--- src/rtl/msb_serializer_if.sv ---
// Word-in / bit-out bus for the MSB-first serializer.
// The master side is the upstream word source together with the serial consumer.
interface msb_serializer_if #(
    parameter int unsigned W = 8
);
    logic         in_valid;
    logic         in_ready;
    logic [W-1:0] in_data;
    logic         abort;
    logic         out_valid;
    logic         out_bit;
    logic         out_first;
    logic         out_last;
    logic         busy;

    modport master (
        output in_valid,
        output in_data,
        output abort,
        input  in_ready,
        input  out_valid,
        input  out_bit,
        input  out_first,
        input  out_last,
        input  busy
    );

    modport slave (
        input  in_valid,
        input  in_data,
        input  abort,
        output in_ready,
        output out_valid,
        output out_bit,
        output out_first,
        output out_last,
        output busy
    );
endinterface

--- src/rtl/msb_serializer.sv ---
// Parallel-to-serial converter: W-bit words in, one bit per clock out, MSB first.
// A one-word holding buffer lets back-to-back words stream with no idle bit slots.
module msb_serializer #(
    parameter int unsigned W = 8
) (
    input  logic              clk,
    input  logic              reset,
    msb_serializer_if.slave   bus
);
    localparam int unsigned   CW       = (W > 2) ? $clog2(W) : 1;
    localparam logic [CW-1:0] CNT_LAST = CW'(W - 1);

    typedef enum logic {
        IDLE  = 1'b0,
        SHIFT = 1'b1
    } state_t;

    state_t        r_state;
    state_t        w_state_nxt;
    logic [W-1:0]  r_sh;
    logic [W-1:0]  w_sh_nxt;
    logic [CW-1:0] r_cnt;
    logic [CW-1:0] w_cnt_nxt;
    logic [W-1:0]  r_hold;
    logic [W-1:0]  w_hold_nxt;
    logic          r_hold_valid;
    logic          w_hold_valid_nxt;

    logic          w_sh_valid;
    logic          w_accept;
    logic          w_load_slot;

    assign w_sh_valid  = (r_state == SHIFT);
    assign w_accept    = bus.in_valid && bus.in_ready;
    assign w_load_slot = !w_sh_valid || (r_cnt == CNT_LAST);

    // Serial outputs come straight from state registers, so reset clears them at once.
    assign bus.in_ready  = !r_hold_valid && !bus.abort;
    assign bus.out_valid = w_sh_valid;
    assign bus.out_bit   = w_sh_valid && r_sh[W-1];
    assign bus.out_first = w_sh_valid && (r_cnt == '0);
    assign bus.out_last  = w_sh_valid && (r_cnt == CNT_LAST);
    assign bus.busy      = w_sh_valid || r_hold_valid;

    always_ff @(posedge clk or negedge reset) begin
        if (!reset) begin
            r_state      <= IDLE;
            r_sh         <= '0;
            r_cnt        <= '0;
            r_hold       <= '0;
            r_hold_valid <= 1'b0;
        end else begin
            r_state      <= w_state_nxt;
            r_sh         <= w_sh_nxt;
            r_cnt        <= w_cnt_nxt;
            r_hold       <= w_hold_nxt;
            r_hold_valid <= w_hold_valid_nxt;
        end
    end

    // Next state: abort flushes; a load slot takes the held word first, else bypasses input.
    always_comb begin
        w_state_nxt      = r_state;
        w_sh_nxt         = r_sh;
        w_cnt_nxt        = r_cnt;
        w_hold_nxt       = r_hold;
        w_hold_valid_nxt = r_hold_valid;

        if (bus.abort) begin
            w_state_nxt      = IDLE;
            w_hold_valid_nxt = 1'b0;
            w_cnt_nxt        = '0;
        end else if (w_load_slot) begin
            if (r_hold_valid) begin
                w_sh_nxt         = r_hold;
                w_hold_valid_nxt = 1'b0;
                w_cnt_nxt        = '0;
                w_state_nxt      = SHIFT;
            end else if (w_accept) begin
                w_sh_nxt    = bus.in_data;
                w_cnt_nxt   = '0;
                w_state_nxt = SHIFT;
            end else begin
                w_state_nxt = IDLE;
            end
        end else begin
            w_sh_nxt  = {r_sh[W-2:0], 1'b0};
            w_cnt_nxt = r_cnt + CW'(1);
            if (w_accept) begin
                w_hold_nxt       = bus.in_data;
                w_hold_valid_nxt = 1'b1;
            end
        end
    end
endmodule

--- src/flat_wrapper.sv ---
// flat-port wrapper written by rule: the top's interface ports become plain ports
module msb_serializer_flat 
#(
    parameter int unsigned W = 8
)
  (clk, reset, bus_in_valid, bus_in_data, bus_abort, bus_in_ready, bus_out_valid, bus_out_bit, bus_out_first, bus_out_last, bus_busy);
  msb_serializer_if #(.W(W)) bus_i ();
  input  logic clk;
  input  logic reset;
  input wire logic [$bits(bus_i.in_valid)-1:0] bus_in_valid;
  input wire logic [$bits(bus_i.in_data)-1:0] bus_in_data;
  input wire logic [$bits(bus_i.abort)-1:0] bus_abort;
  output wire logic [$bits(bus_i.in_ready)-1:0] bus_in_ready;
  output wire logic [$bits(bus_i.out_valid)-1:0] bus_out_valid;
  output wire logic [$bits(bus_i.out_bit)-1:0] bus_out_bit;
  output wire logic [$bits(bus_i.out_first)-1:0] bus_out_first;
  output wire logic [$bits(bus_i.out_last)-1:0] bus_out_last;
  output wire logic [$bits(bus_i.busy)-1:0] bus_busy;
  assign bus_i.in_valid = bus_in_valid;
  assign bus_i.in_data = bus_in_data;
  assign bus_i.abort = bus_abort;
  assign bus_in_ready = bus_i.in_ready;
  assign bus_out_valid = bus_i.out_valid;
  assign bus_out_bit = bus_i.out_bit;
  assign bus_out_first = bus_i.out_first;
  assign bus_out_last = bus_i.out_last;
  assign bus_busy = bus_i.busy;
  msb_serializer #(.W(W)) u_core (.clk(clk), .reset(reset), .bus(bus_i));
endmodule
--- config.mk ---
export PLATFORM = sky130hd
export DESIGN_NAME = msb_serializer_flat
export DESIGN_NICKNAME = d
export VERILOG_FILES = /design/src/rtl/msb_serializer_if.sv /design/src/rtl/msb_serializer.sv /design/src/flat_wrapper.sv
export SDC_FILE = /design/constraint.sdc
export NUM_CORES = 1
export LEC_CHECK = 0
export CAP_MARGIN = 20
export CORE_UTILIZATION = 55
export CTS_CLUSTER_SIZE = 8
export DETAILED_ROUTE_END_ITERATION = 6
export HOLD_SLACK_MARGIN = 0.12
export PLACE_DENSITY_LB_ADDON = 0.1
export SETUP_SLACK_MARGIN = 0.5
export SYNTH_ARGS = -nofsm -noshare
export SYNTH_HDL_FRONTEND = slang
export SYNTH_SLANG_ARGS = --single-unit
export TNS_END_PERCENT = 20
--- constraint.sdc ---
create_clock -name clk -period 5.4 [get_ports clk]
set_input_delay 0.54 -clock clk [delete_from_list [all_inputs] [get_ports clk]]
set_output_delay 0.54 -clock clk [all_outputs]
set_load 0.03 [all_outputs]
After elaboration in Yosys (flattened, before gate mapping):

Cells that the tools add are included.
W data, S select, Z words.

* bits in registers: 21
* input bits: 12
* output and inout bits: 6
* word-level logic and storage cells: 40

* add/sub/neg operators: 1
* equal/unequal tests: 3
* multiplexer cells: 14
* bitwise operators: 2
* reductions and logical operators: 15

Operators with widths (count)
* $mux W8: 3
* $mux W3: 4
* $mux W1: 7
* $logic_and A1 B1 Y1: 5
* $ne A4 B2 Y1 const B: 1
* $add A3 B1 Y3 const B: 1
* $eq A3 B3 Y1 const B: 1
* $logic_not A1 Y1: 3
* $logic_not A3 Y1: 1
* $ne A3 B1 Y1 const B: 1
* $reduce_and A3 Y1: 1
* $reduce_bool A3 Y1: 1
* $logic_or A1 B1 Y1: 2
* $not A1 Y1: 2
* $reduce_and A2 Y1: 1
* $reduce_bool A2 Y1: 1

Logic depth before layout (Yosys ltp):

Gate-level depths: netlist of run 1.

* depth after elaboration: 7
* depth in mapped cells: 7

Least setup slack after synthesis of run 1:

No wires, ideal clock.

* kind: register to register
* start point: register u_core.r_cnt[0]
* end point: register u_core.r_sh[0]
* arrival: 1.581 ns
* slack: 3.694 ns
* stages on the path, launching flop included: 7
* clock period less this slack: 1.706 ns
* cell sequence: dfrtp_1 > ha_1 > ha_1 > buf_6 > nand2b_4 > a21oi_4 > mux2_4

* longest elaborated chain between the ends: 4
* elaborated cells between the ends (all ways): 5
* classes of those cells: eq/ne: 2; mux: 1; reduce/logical: 2

RTL lines
* start: declaration: line msb_serializer.sv:22 `logic [CW-1:0] r_cnt;`
* start signal: assignment: line msb_serializer.sv:55 `r_cnt <= w_cnt_nxt;`
* $eq A3 B3 Y1 *: line msb_serializer.sv:35 `assign w_load_slot = !w_sh_valid || (r_cnt == CNT_LAST);`
* $logic_or A1 B1 Y1 *: line msb_serializer.sv:35
* $ne A3 B1 Y1 (no source line)
* $reduce_and A2 Y1 (no source line)
* end signal: assignment: line msb_serializer.sv:54 `r_sh <= w_sh_nxt;`
* end: declaration: line msb_serializer.sv:20 `logic [W-1:0] r_sh;`

Every way passes the cells marked *; elsewhere a longest branch is shown, timed or not.
A chain may end at the register's enable or synchronous reset.

Worst setup path in the final report of run 1:

* start point: input port bus_abort
* end point: output port bus_in_ready

* longest elaborated chain between the ends: 2

RTL lines
* start: declaration: line flat_wrapper.sv:12 `input wire logic [$bits(bus_i.abort)-1:0] bus_abort;`
* $logic_not A1 Y1: line msb_serializer.sv:38 `assign bus.in_ready = !r_hold_valid && !bus.abort;`
* $logic_and A1 B1 Y1: line msb_serializer.sv:38
* end: declaration: line flat_wrapper.sv:13 `output wire logic [$bits(bus_i.in_ready)-1:0] bus_in_ready;`

No other way between the ends.

==> insert_results.sql, run 1 <==
INSERT INTO impl_metrics (metric_group, metric, value, unit) VALUES
('yosys', 'synth.top_cells.by_area', 'sky130_fd_sc_hd__dfrtp_1 47%, sky130_fd_sc_hd__mux2_2 8.0%, sky130_fd_sc_hd__mux2i_1 7.1%, sky130_fd_sc_hd__o22a_2 5.4%, sky130_fd_sc_hd__nor3b_1 4.7%', ''),
('floorplan', 'initial_utilization', '61.6', '%'),
('clock_tree', 'root_buffer', 'sky130_fd_sc_hd__clkbuf_4', ''),
('final_layout', 'postLayoutCellArea', '1310', 'um2'),
('sta', 'post-route-period-util', '51.0', '%'),
('sta', 'slew-limit-headroom', '38.2', '%'),
('final_layout', 'layout.core_utilization', '72.1', '%'),
('yosys', 'synth_nets', '106', ''),
('yosys', 'synth_largest_area_cell', 'sky130_fd_sc_hd__dfrtp_1', ''),
('sta', 'final-hold-violation-count', '0', ''),
('floorplan', 'placeableCoreArea', '1820', 'um2'),
('yosys', 'netlist_instances', '91', ''),
('routing', 'detail_route.drc_violations', '0', ''),
('sta', 'tightestPinTransition', '923', 'ps'),
('critical_path', 'r2r_slack', '3440', 'ps'),
('critical_path', 'cp_common_cell', 'sky130_fd_sc_hd__clkdlybuf4s50_1', ''),
('placed_design', 'preCtsSetupSlack', '2650', 'ps'),
('critical_path', 'critical_path.startpoint', 'bus_abort', ''),
('final_layout', 'commonest_non_fill_non_tap_cell_in_the_layout', 'sky130_fd_sc_hd__dfrtp_1', ''),
('placed_design', 'place.detailed.hpwl', '1.35', 'mm'),
('sta', 'hold_slack', '510', 'ps'),
('sta', 'rsz0062_at_grt', 'no', ''),
('critical_path', 'r2r-start', 'u_core.r_cnt[0]', ''),
('grt', 'first_global_vias', '752', ''),
('critical_path', 'reg2reg_depth', '5', ''),
('placed_design', 'routabilityCongestion', '0.789', ''),
('final_layout', 'areaGrowthSynthToFinish', '16.9', '%'),
('final_layout', 'antenna_cells', '0', ''),
('power_and_ir_drop', 'power_density', '275', 'nW/um2'),
('grt', 'antenna_found_initial', '0', ''),
('run_status', 'status', 'completed', ''),
('routing', 'routedWlPerCell', '14.3', 'um'),
('yosys', 'ys.flop_type', 'sky130_fd_sc_hd__dfrtp_1', ''),
('critical_path', 'cp_slowest_stage_delay', '710', 'ps'),
('critical_path', 'critPathLaunchType', 'primary input', ''),
('yosys', 'synth_edf_count', '0', ''),
('clock_tree', 'clock_tree.buffer_depth', '2', ''),
('yosys', 'synthDistinctLibCells', '28', ''),
('power_and_ir_drop', 'p_leak', '0.511', 'nW'),
('clock_tree', 'cts_resized', '0', ''),
('critical_path', 'slowest_stage', 'sky130_fd_sc_hd__clkdlybuf4s50_1', ''),
('clock_tree', 'cts-buffers-inserted', '3', ''),
('clock_tree', 'clkSlewWorstSetupHoldPaths', '120', 'ps'),
('placed_design', 'dp.cells', '127', ''),
('clock_tree', 'post_cts_hold_buffer_count', '0', ''),
('yosys', 'yosysWarningCount', '0', ''),
('clock_tree', 'cts_post_setup_buffers_inserted', '0', ''),
('sta', 'final.setup.tns', '0', 'ps'),
('yosys', 'synthesis.area_per_instance', '12.3', 'um2'),
('sta', 'timing.final.max_slew_violations', '0', ''),
('routing', 'drtIter0Drc', '5', ''),
('sta', 'fmaxAchievable', '363', 'MHz'),
('placed_design', 'place.port_buffers', '17', ''),
('yosys', 'post-synth-top-area-fraction', '46.8', '%'),
('critical_path', 'crit-reg2reg-capture', 'u_core.r_sh[0]', ''),
('floorplan', 'pin_count', '18', ''),
('placed_design', 'post_dp_cell_area', '1280', 'um2'),
('routing', 'detail_route.wirelength', '1.87', 'mm'),
('yosys', 'synth_sequential_area_ratio', '46.8', '%'),
('yosys', 'ys_ff_latch', '21', ''),
('critical_path', 'critical_path.cell_chain', 'clkdlybuf4s50_1 -> nor2_4 -> clkdlybuf4s50_1', ''),
('routing', 'detail_route.first_pass.iterations', '4', ''),
('sta', 'finalWorstSetupSlack', '2650', 'ps'),
('final_layout', 'num-nets-final', '122', ''),
('routing', 'postRouteAntennaNets', '0', ''),
('yosys', 'post_synth_instance_area', '1120', 'um2'),
('critical_path', 'cp.required', '4860', 'ps'),
('grt', 'globalRoute.totalOverflow', '0', ''),
('clock_tree', 'htreeDepth', '1', ''),
('yosys', 'synth-async-reset-ratio', '100', '%'),
('critical_path', 'crit_end', 'bus_in_ready', '');
-- worst min path at each step --
stage / start / end / slack (ps) / cells past startpoint
after global routing: u_core.r_hold[3] / u_core.r_hold[3] / 540 / 1
after global placement: u_core.r_sh[6] / u_core.r_sh[6] / 470 / 1
final: u_core.r_sh[6] / u_core.r_sh[6] / 510 / 1
after detailed placement: u_core.r_sh[6] / u_core.r_sh[6] / 480 / 1
after floorplan: reset / u_core.bus.out_valid / 240 / 0
after CTS: u_core.r_sh[6] / u_core.r_sh[6] / 510 / 1
-- synth_stat cells (3+ instances only) --
cell,count
sky130_fd_sc_hd__dfrtp_1,21
sky130_fd_sc_hd__mux2_2,8
sky130_fd_sc_hd__mux2i_1,8
sky130_fd_sc_hd__a31oi_1,7
sky130_fd_sc_hd__nor3b_1,7
sky130_fd_sc_hd__o22a_2,6
sky130_fd_sc_hd__clkbuf_1,3
sky130_fd_sc_hd__ha_1,3
-- where the power goes --
group          total [mW]  switching, mW  internal [mW]
combinational      0.0844         0.0357         0.0487
clock              0.0747         0.0471         0.0276
sequential          0.202         0.0172          0.185
total               0.361          0.100          0.261
-- registers in the layout, summed over array words and instances, names as in the netlist --
register	cells
u_core.r_hold	8
u_core.r_sh	8
u_core.r_cnt	3
u_core.bus.out_valid	1
u_core.r_hold_valid	1
-- layer usage --
metal	GRT usage (%)	wire (um)	vias to the layer above
li1	-	-	368
met1	29.1	869	371
met2	33.9	941	10
met3	2.31	43	2
met4	8.57	13	0
met5	0	0	-
-- critical path: cells and delay by family --
family | cells | cell delay [ps]
buffers and inverters | 2 | 1410
and+or+nand+nor | 1 | 260
-- logic make-up after synthesis --
kind of cell | after synthesis | synth area share (%)
flip-flops | 21 | 46.8
AND/OR/NAND/NOR | 24 | 16.2
buffers and inverters | 8 | 4.12
multiplexers | 17 | 16.5
AO/OA/AOI/OAI | 18 | 13.0
adder cells (fa/ha/maj) | 3 | 3.34
-- cell type report --
cell class	instances	area, um2
fillers	143	508
flip-flops and latches	21	526
clock inverters	1	5.00
clock buffers	3	22.5
well taps	25	31.3
repair buffers	17	170
multi-input cells	62	551
inverters	2	7.51
(Power assumes the default switching activity.)
==> inputs of run 2 (changes only) <==
- CORE_UTILIZATION: 55 -> 47
- clock period: 5.4 -> 2.3 ns (I/O delays scaled with it)
==> insert_results.sql, run 2 (synthesis results as in run 1) <==
INSERT INTO impl_metrics (metric_group, metric, value, unit) VALUES
('run_status', 'status', 'completed', ''),
('final_layout', 'leading_cell_types_in_the_layout_fill_and_taps_excluded', '20 x sky130_fd_sc_hd__dfrtp_1, 11 x sky130_fd_sc_hd__clkdlybuf4s50_1, 8 x sky130_fd_sc_hd__mux2_2, 8 x sky130_fd_sc_hd__mux2i_1', ''),
('clock_tree', 'clock_latency', '320', 'ps'),
('clock_tree', 'clkSlewWorstSetupHoldPaths', '130', 'ps'),
('floorplan', 'die_area', '2590', 'um2'),
('final_layout', 'layout.core_utilization', '61.0', '%'),
('routing', 'postRouteAntennaNets', '0', ''),
('power_and_ir_drop', 'share_seq_of_total_power', '54.8', '%'),
('power_and_ir_drop', 'p_switching', '246', 'uW'),
('sta', 'fin_skew', '14.6', 'ps'),
('power_and_ir_drop', 'p_leak', '0.592', 'nW'),
('clock_tree', 'root_buffer', 'sky130_fd_sc_hd__clkbuf_4', ''),
('floorplan', 'pin_count', '18', ''),
('critical_path', 'r2r_slack', '490', 'ps'),
('final_layout', 'commonest_non_fill_non_tap_cell_in_the_layout', 'sky130_fd_sc_hd__dfrtp_1', ''),
('clock_tree', 'clock_tree.buffer_depth', '2', ''),
('critical_path', 'worstSetupEndpointType', 'primary output', ''),
('critical_path', 'cp.required', '2070', 'ps'),
('grt', 'grtUsageTotal', '19.6', '%'),
('critical_path', 'reg2reg_depth', '6', ''),
('power_and_ir_drop', 'p_clk_share', '21.5', '%'),
('placed_design', 'routabilityCongestion', '0.755', ''),
('critical_path', 'critical_path.max_fanout', '4', ''),
('critical_path', 'timing.critical_path.arrival', '1670', 'ps'),
('final_layout', 'antenna_cells', '0', ''),
('routing', 'via_per_inst', '5.63', ''),
('sta', 'fmaxAchievable', '526', 'MHz'),
('power_and_ir_drop', 'p_int', '615', 'uW'),
('final_layout', 'reg.largest.list', 'u_core.r_hold x8, u_core.r_sh x8, u_core.r_cnt x3', ''),
('routing', 'routedWlPerCell', '14.9', 'um'),
('final_layout', 'fillCellCount', '182', ''),
('critical_path', 'worstSetupPathType', 'register to primary output', ''),
('job', 'timing.max_cap.violations', '0', ''),
('power_and_ir_drop', 'switching_portion_of_total_power', '28.6', '%'),
('clock_tree', 'cts-buffers-inserted', '3', ''),
('grt', 'grt_max_degree', '22', ''),
('power_and_ir_drop', 'power.ir.vdd_worst', '0.473', 'mV'),
('final_layout', 'areaGrowthSynthToFinish', '21.4', '%'),
('clock_tree', 'cts_post_setup_buffers_inserted', '0', ''),
('floorplan', 'floorplan.die.height', '50.9', 'um'),
('grt', 'antenna_found_initial', '0', ''),
('power_and_ir_drop', 'power_density', '632', 'nW/um2'),
('placed_design', 'place.detailed.hpwl', '1.43', 'mm'),
('grt', 'first_global_vias', '747', ''),
('sta', 'slew-limit-headroom', '73.8', '%'),
('routing', 'detail_route.drc_violations', '0', ''),
('power_and_ir_drop', 'power.combinational.fraction', '23.7', '%'),
('sta', 'post-route-period-util', '82.6', '%'),
('floorplan', 'initial_utilization', '50.3', '%'),
('sta', 'tightestPinTransition', '391', 'ps'),
('routing', 'vias_post_dr', '783', ''),
('grt', 'globalRoute.totalOverflow', '0', ''),
('final_layout', 'layout-drive-gt1-share', '28.8', '%'),
('sta', 'setup-violations-final', '0', ''),
('clock_tree', 'htreeDepth', '1', ''),
('hold_path', 'hold_path.class', 'primary input to async pin', ''),
('sta', 'final-hold-violation-count', '0', ''),
('critical_path', 'crit-reg2reg-capture', 'u_core.r_sh[0]', ''),
('sta', 'timing.final.max_slew_violations', '0', ''),
('critical_path', 'critPathLaunchType', 'register', ''),
('clock_tree', 'post_cts_hold_buffer_count', '0', ''),
('floorplan', 'placeableCoreArea', '2230', 'um2'),
('floorplan', 'core_rows', '17', ''),
('sta', 'post_layout_min_period', '1900', 'ps'),
('routing', 'detail_route.wirelength', '2.07', 'mm'),
('final_layout', 'num-nets-final', '127', ''),
('placed_design', 'place.port_buffers', '17', ''),
('floorplan', 'die_boundary_width', '50.9', 'um'),
('sta', 'rsz0062_at_grt', 'yes', ''),
('clock_tree', 'clock_sinks', '21', ''),
('routing', 'drtIter0Drc', '10', ''),
('grt', 'grt_first_pass_wirelength', '3.58', 'mm'),
('sta', 'final.setup.tns', '0', 'ps'),
('critical_path', 'r2r-start', 'u_core.r_cnt[0]', ''),
('clock_tree', 'clock_tree_from_tritoncts', 'built', ''),
('routing', 'detail_route.first_pass.iterations', '4', '');
==> run 2: through the flow <==
stage               setup WS, ps  power, mW  instances  hold WS [ps]  area, um2
finish                       400      0.861        139           247       1360
global route                 329      0.916        139           269       1360
CTS                          293      0.868        139           253       1350
detailed placement           508      0.688        135           479       1330
global placement             529      0.681        135           472       1330
floorplan                    594      0.614         91         -65.6       1120
==> run 2: worst max-delay path by stage <==
| stage | endpoint | slack [ps] | depth (start not counted) | start |
|---|---|---|---|---|
| 2_1_floorplan | u_core.r_sh[0] | 590 | 6 | u_core.r_cnt[0] |
| 3_3_place_gp | bus_in_ready | 530 | 3 | bus_abort |
| 3_5_place_dp | u_core.r_sh[0] | 510 | 6 | u_core.r_cnt[0] |
| 4_1_cts | bus_out_first | 290 | 2 | u_core.bus.out_valid |
| 5_1_grt | bus_out_last | 330 | 4 | u_core.r_cnt[0] |
| 6_report | bus_out_last | 400 | 4 | u_core.r_cnt[0] |
==> run 2: critical path: stages, from the launching register on <==
cell	delay (ps)
sky130_fd_sc_hd__dfrtp_1	440
sky130_fd_sc_hd__ha_1	210
sky130_fd_sc_hd__ha_1	190
sky130_fd_sc_hd__and2_1	160
sky130_fd_sc_hd__dlygate4sd2_1	350
==> run 2: final cells by class <==
cell class	instances	area [um2]	area share, %
clock buffer	3	22.5	1.65
clock inverter	1	5.00	0.367
timing repair buffer	22	215	15.8
sequential	21	527	38.7
tap	28	35.0	2.57
multi-input combinational	62	551	40.4
inverter	2	7.51	0.551
==> run 2: power groups by stage <==
stage / clock network (mW) / logic, mW / registers, mW
6_report: 0.185 / 0.204 / 0.472
3_3_place_gp: 0 / 0.205 / 0.476
2_1_floorplan: 0 / 0.144 / 0.469
3_5_place_dp: 0 / 0.208 / 0.480
4_1_cts: 0.189 / 0.208 / 0.472
5_1_grt: 0.212 / 0.224 / 0.480
==> run 2: routing by layer <==
| layer | vias to the layer above | part of all wire [%] | track usage [%] |
|---|---|---|---|
| met5 | - | 0 | 0 |
| met4 | 0 | 2.1 | 9.72 |
| met3 | 5 | 3.0 | 3.57 |
| met2 | 14 | 44 | 28.7 |
| met1 | 386 | 51 | 27.9 |
| li1 | 378 | - | - |
==> run 2: repair_timing <==
action	in CTS	in global routing
gates resized for setup	2	5
hold endpoints to repair	0	0
setup endpoints to repair	7	22
